### src/rtl/array_ram.sv
// -----------------------------------------------------------------------------
// array_ram
//
// Single-port synchronous memory of 2^A words x N bits behind a valid/ready
// request handshake. Each accepted request is answered by exactly one
// registered ready pulse. The pulse carries the read data, or the written
// data for a write (write-through), on do_o.
//
// Ports
//   clk_i    in  1  clock, all state changes on the rising edge
//   rst_i    in  1  asynchronous, active-high reset (clears ready_o and do_o)
//   addr_i   in  A  word address of the request
//   we_i     in  1  1 = write request, 0 = read request
//   di_i     in  N  write data, ignored for reads
//   valid_i  in  1  request present on addr_i / we_i / di_i
//   do_o     out N  read data or written data; holds between requests
//   ready_o  out 1  one-cycle acknowledgement of an accepted request
// -----------------------------------------------------------------------------
module array_ram #(
    parameter int N = 8,
    parameter int A = 8
) (
    input  logic         clk_i,
    input  logic         rst_i,
    input  logic [A-1:0] addr_i,
    input  logic         we_i,
    input  logic [N-1:0] di_i,
    input  logic         valid_i,
    output logic [N-1:0] do_o,
    output logic         ready_o
);

    localparam int DEPTH = 1 << A;

    // Storage is deliberately not reset: contents survive reset and are
    // undefined until written.
    logic [N-1:0] mem_q [DEPTH];

    logic         ready_q;
    logic         ready_d;
    logic [N-1:0] do_q;
    logic [N-1:0] do_d;
    logic         accept_s;
    logic [N-1:0] rd_word_s;

    // Request acceptance and next-state selection for the response registers.
    always_comb begin
        // A request is not taken while its acknowledge is being shown, so a
        // client that keeps valid high through ready is served only once.
        accept_s  = valid_i & ~ready_q;
        rd_word_s = mem_q[addr_i];
        ready_d   = accept_s;
        do_d      = do_q;
        if (accept_s) begin
            if (we_i) begin
                do_d = di_i;
            end else begin
                do_d = rd_word_s;
            end
        end else begin
            do_d = do_q;
        end
    end

    // Response registers: acknowledge pulse and output data.
    always_ff @(posedge clk_i or posedge rst_i) begin
        if (rst_i) begin
            ready_q <= 1'b0;
            do_q    <= {N{1'b0}};
        end else begin
            ready_q <= ready_d;
            do_q    <= do_d;
        end
    end

    // Memory array write port; a request seen while reset is high is dropped,
    // but words committed at earlier edges are kept.
    always_ff @(posedge clk_i) begin
        if (!rst_i && accept_s && we_i) begin
            mem_q[addr_i] <= di_i;
        end
    end

    assign do_o    = do_q;
    assign ready_o = ready_q;

endmodule

### config.mk
export PLATFORM = sky130hd
export DESIGN_NAME = array_ram
export DESIGN_NICKNAME = d
export VERILOG_FILES = /design/src/rtl/array_ram.sv
export SDC_FILE = /design/constraint.sdc
export NUM_CORES = 2
export LEC_CHECK = 0
export ABC_AREA = 1
export CAP_MARGIN = 20
export CORE_MARGIN = 10
export CORE_UTILIZATION = 35
export DETAILED_ROUTE_END_ITERATION = 8
export GPL_TIMING_DRIVEN = 0
export SLEW_MARGIN = 15
export SYNTH_ARGS = -nofsm -noshare
export SYNTH_HDL_FRONTEND = slang
export SYNTH_SLANG_ARGS = --single-unit
### constraint.sdc
create_clock -name clk_i -period 2.61 [get_ports clk_i]
set_input_delay 0.522 -clock clk_i [delete_from_list [all_inputs] [get_ports clk_i]]
set_output_delay 0.522 -clock clk_i [all_outputs]
set_load 0.01 [all_outputs]
=== Yosys cells after proc, flatten, opt, wreduce, memory -nomap -nowiden ===
Memories as Yosys holds them, arrays and structs flattened.
Cells that the tools add are included.

* Output and inout port bits: 9
* Word-level logic and storage cells: 11
* Memory bits (writable): 2,048
* Register bits: 9
* Memories: 1
* ROM bits: 0
* Input bits: 20
* Bits in latches: 0

{| class="wikitable"
|+ Memories
! memory !! depth !! width !! read ports !! clocked after Yosys merged registers in !! write ports !! RTL line !! text
|-
| mem_q || 256 || 8 || 1 || 0 || 1 || 37 || <nowiki>logic [N-1:0] mem_q [DEPTH];</nowiki>
|}

* Div/mod/pow operators: 0
* Order comparisons: 0
* Shifts and indexed selects: 0
* Mux-type cells: 3
* Multiply operators: 0
* Add/subtract/negate cells: 0
* Reductions and logical operators: 3
* Equality and inequality tests: 0
* Bitwise logic cells: 2

{| class="wikitable"
|+ Operators with widths
! operator !! count
|-
| 8-bit 2-to-1 mux || 1
|-
| 1-bit logical AND || 2
|-
| 1-bit 2-to-1 mux || 2
|-
| 1-bit AND || 1
|-
| 1-bit zero test || 1
|-
| 1-bit NOT || 1
|}

=== Depth between registers and ports, before layout ===
* Depth after elaboration: 6
* Mapped depth: 19
* Mapped depth without buffers: 15

=== Least setup slack after synthesis ===
OpenSTA, ideal clock, no wires.

* Path kind: input to register
* Start: input addr_i[0]
* End: memory mem_q[89][0] (enable)
* Arrival time: 2,263 ps
* Buffers on the path: 5
* Data required time: 2,240 ps
* Setup time: 370 ps
* Path slack: -23 ps
* Stages: 9
* Cells stage by stage: buf_4 -> inv_2 -> buf_2 -> buf_6 -> buf_2 -> nor3_1 -> nand2_1 -> clkbuf_1 -> nor2_1

{| class="wikitable"
|+ RTL lines
! element !! RTL line !! text
|-
| start, declared || 25 || <nowiki>input logic [A-1:0] addr_i,</nowiki>
|-
| end, declared || 37 ||
|}

Straight into the memory's write port.

=== Final worst setup path ===
* Start: input addr_i[1]
* End: register do_q[2] (netlist: do_o[2])

* Longest elaborated chain between the ends: 2

{| class="wikitable"
|+ Ends and longest elaborated chain
! element !! RTL line !! text
|-
| memory 256 x 8 bit || n/a ||
|-
| 8-bit 2-to-1 mux || 55 || <nowiki>if (we_i) begin</nowiki>
|-
| end signal, assigned || 69 || <nowiki>do_q <= {N{1'b0}};</nowiki>
|-
| end signal, assigned || 72 || <nowiki>do_q <= do_d;</nowiki>
|-
| end, declared || 41 || <nowiki>logic [N-1:0] do_q;</nowiki>
|}

Every way passes these cells.
A chain may end at the register's enable or synchronous reset.

==> results.txt <==
worst slew pin tran - 1260 ps
Fin Clk Skew - 62.2 ps
DRT Wirelength - 363 mm
post-synth top area cell - edfxtp_1
DRC violations left - 0
Post-Synthesis Cells - 7,282
min-delay src - di_i[4]
die height - 506 um
max cap viols - 0
initial antenna violation count - 27
clk slew on worst S/H paths - 60 ps
Leak - 36.5 nW
number of buffers created by CTS - 206
hold crit path type - in2reg
worst path arrival time - 3620 ps
worst reg2reg setup slack - -50 ps
WP data required - 3460 ps
post-detailed-route wirelength per cell - 32.9 um
clk buf depth - 3
Seq cells post-synth - 2,057
Post-Syn Area per Cell - 11.3 um2
Max Fanout on Critical Path - 10
area post-placement - 88,100 um2
failing checks - negative setup slack
drt pass-1 iters - 6
net count reported at finish - 7,724
post-synthesis sequential area ratio - 74.8%
synth warn - 0
Max Clock Freq - 0.361 GHz
effective utilization at floorplan - 35.1%
CTS sink cnt - 2,057
All-Layer GR Usage - 27.3%
Worst R2R Path Depth - 6
RSZ-0062 raised after global routing - yes
Final setup viols - 151
CTS tree - built
Final Hold Vio Count - 0
Crit. End Element - register
Design Power - 72.5 mW
Core Util, Final - 42.1%
# rows - 178
post-synth cell types - 22
Vias/cell - 5.58
IO Pins - 29
Crit Path Class - in2reg
WHS Endpoint - mem_q[74][4]
Die W - 506 um
first-pass GRT wire length - 478 mm
Pwr Density - 732 nW/um2
Root Driver - clkbuf_16
initial DRC count - 10,600
min Tclk post-route - 2770 ps
grt ovf - 0
DPL Wire Length - 253 mm
Port Buffers - 26
Final ANT Viol Nets - 0
Worst R2R End - mem_q[9][4]
GPL Wtd Cong - 1.05
share of the synthesized area in the top cell type - 74.5%
final worst slack - -159 ps
Synth Cell Area - 82,600 um2
fin. max-slew vios - 0
Final Cell Area - 99,000 um2
syn_nets - 7,302
vias - 61,600
Area contributors post-synth - edfxtp_1, nand2_1, nor2_1
Hold Slack - 44.0 ps
hold depth - 1
startpoint class of the critical path - primary input
Die Area - 256,000 um2
H-tree levels - 4
largest net degree at the start of global routing - 134
status - finished, violations left
Core ar. - 235,000 um2
r2r startpoint - ready_o
number of global-route vias before repair - 55,600
worst ir drop on vdd - 0.000749 V
relative slew slack - 16.3%
Layout area overhead - 19.9%
worst skew pair latency - 910 ps
Filler Cell Count - 21,800
Final period util - 106%
layout cells sized above 1 - 14.6%
-- layer usage --
metal / vias to the layer above / global-route usage (%) / share of wire [%]
met1: 30200 / 34.8 / 36
li1: 25500 / - / -
met4: 10 / 18.0 / 8.2
met3: 1071 / 9.01 / 14
met5: - / 0 / 0.049
met2: 4788 / 39.6 / 42
-- final cells by class --
type | instances | area, um2 | area share [%]
sequential | 2057 | 61700 | 62.3
clock buffer | 246 | 5330 | 5.38
clock inverter | 130 | 1460 | 1.48
tap | 3150 | 3940 | 3.98
inverter | 25 | 103 | 0.104
multi-input combinational | 4826 | 21000 | 21.2
antenna | 11 | 27.5 | 0.0278
timing repair buffer | 214 | 3040 | 3.07
buffer | 374 | 2360 | 2.38
-- cells by family after synthesis --
kind of cell	after synthesis	synth area share, %
simple gates	4570	21.5
buf+inv	399	2.07
compound gates	256	1.66
flops	2057	74.8
-- cells in the mapped netlist, drive strengths merged --
| library cell | number |
|---|---|
| nand2 | 3787 |
| edfxtp | 2048 |
| nor2 | 491 |
| buf | 210 |
| nand4 | 176 |
| clkbuf | 164 |
| o21ai | 138 |
| nand3 | 113 |
| a21oi | 82 |
| a22oi | 32 |
| inv | 20 |
| dfrtp | 9 |
| clkinv | 5 |
| o21bai | 4 |
| nor3 | 3 |
-- flip-flops by register name (all words and copies together), names as in the netlist --
name / cells
do_o: 8
mem_q: 2048
ready_o: 1
-- stage by stage --
step           worst slack, ps  setup TNS (ps)  std cells
4_1_cts                   -167           -7280      11000
5_1_grt                  -58.4           -71.6      11000
6_report                  -159           -2890      11000
3_5_place_dp             -3170        -5081360      10500
2_1_floorplan            -23.0           -7350       7282
3_3_place_gp             -7870               -      10500
-- cell usage in the layout, fill, tap and decap left out, types with 5 or more instances in the layout --
master	n
a21oi_1	82
a22oi_1	32
buf_1	11
buf_12	54
buf_16	21
buf_2	97
buf_4	122
buf_6	49
buf_8	28
bufinv_16	26
clkbuf_1	77
clkbuf_16	208
clkbuf_2	77
clkbuf_4	61
clkbuf_8	5
clkdlybuf4s15_2	5
clkdlybuf4s50_1	16
clkinv_1	49
clkinv_2	38
clkinvlp_4	7
dfrtp_1	9
diode_2	11
edfxtp_1	2048
inv_1	14
inv_16	5
inv_2	5
nand2_1	3750
nand2_2	19
nand2_4	18
nand3_1	102
nand3_2	10
nand4_1	176
nor2_1	222
nor2_2	79
nor2_4	190
o21ai_0	28
o21ai_1	106
-- power by group --
| part | internal [mW] | switching [mW] |
|---|---|---|
| registers | 36.3 | 0.0154 |
| clock network | 17.2 | 13.4 |
| logic | 1.11 | 4.47 |
-- critical path, cell delays in order --
cell	delay, ps
buf_4	200
inv_4	130
nor2_4	160
buf_12	130
buf_4	340
buf_2	590
nand2_1	160
nand4_1	160
nand2_1	60
nand2_1	160
o21ai_0	100
nand2_1	230
nand2_1	90
nand2_1	80
nor2_1	60
nand2_1	220
nand2_1	110
nand2_1	70
-- how the worst max path moves through the flow --
stage,startpoint,end,slack [ps],depth (start not counted)
2_1_floorplan,addr_i[0],mem_q[89][0],-20,9
3_3_place_gp,di_i[7],mem_q[120][7],-7870,1
3_5_place_dp,addr_i[2],mem_q[225][2],-3170,7
4_1_cts,addr_i[1],do_o[1],-170,17
5_1_grt,addr_i[3],do_o[1],-60,16
6_report,addr_i[1],do_o[2],-160,18
-- timing repair --
item	in CTS	in global routing
endpoints found under the hold margin	9	0
hold buffers	1	0
setup endpoints to repair	2056	1203
gates resized for setup	685	219
pin swaps	66	23
setup buffers	95	21
Note: power is estimated with default switching activity, not from simulation.
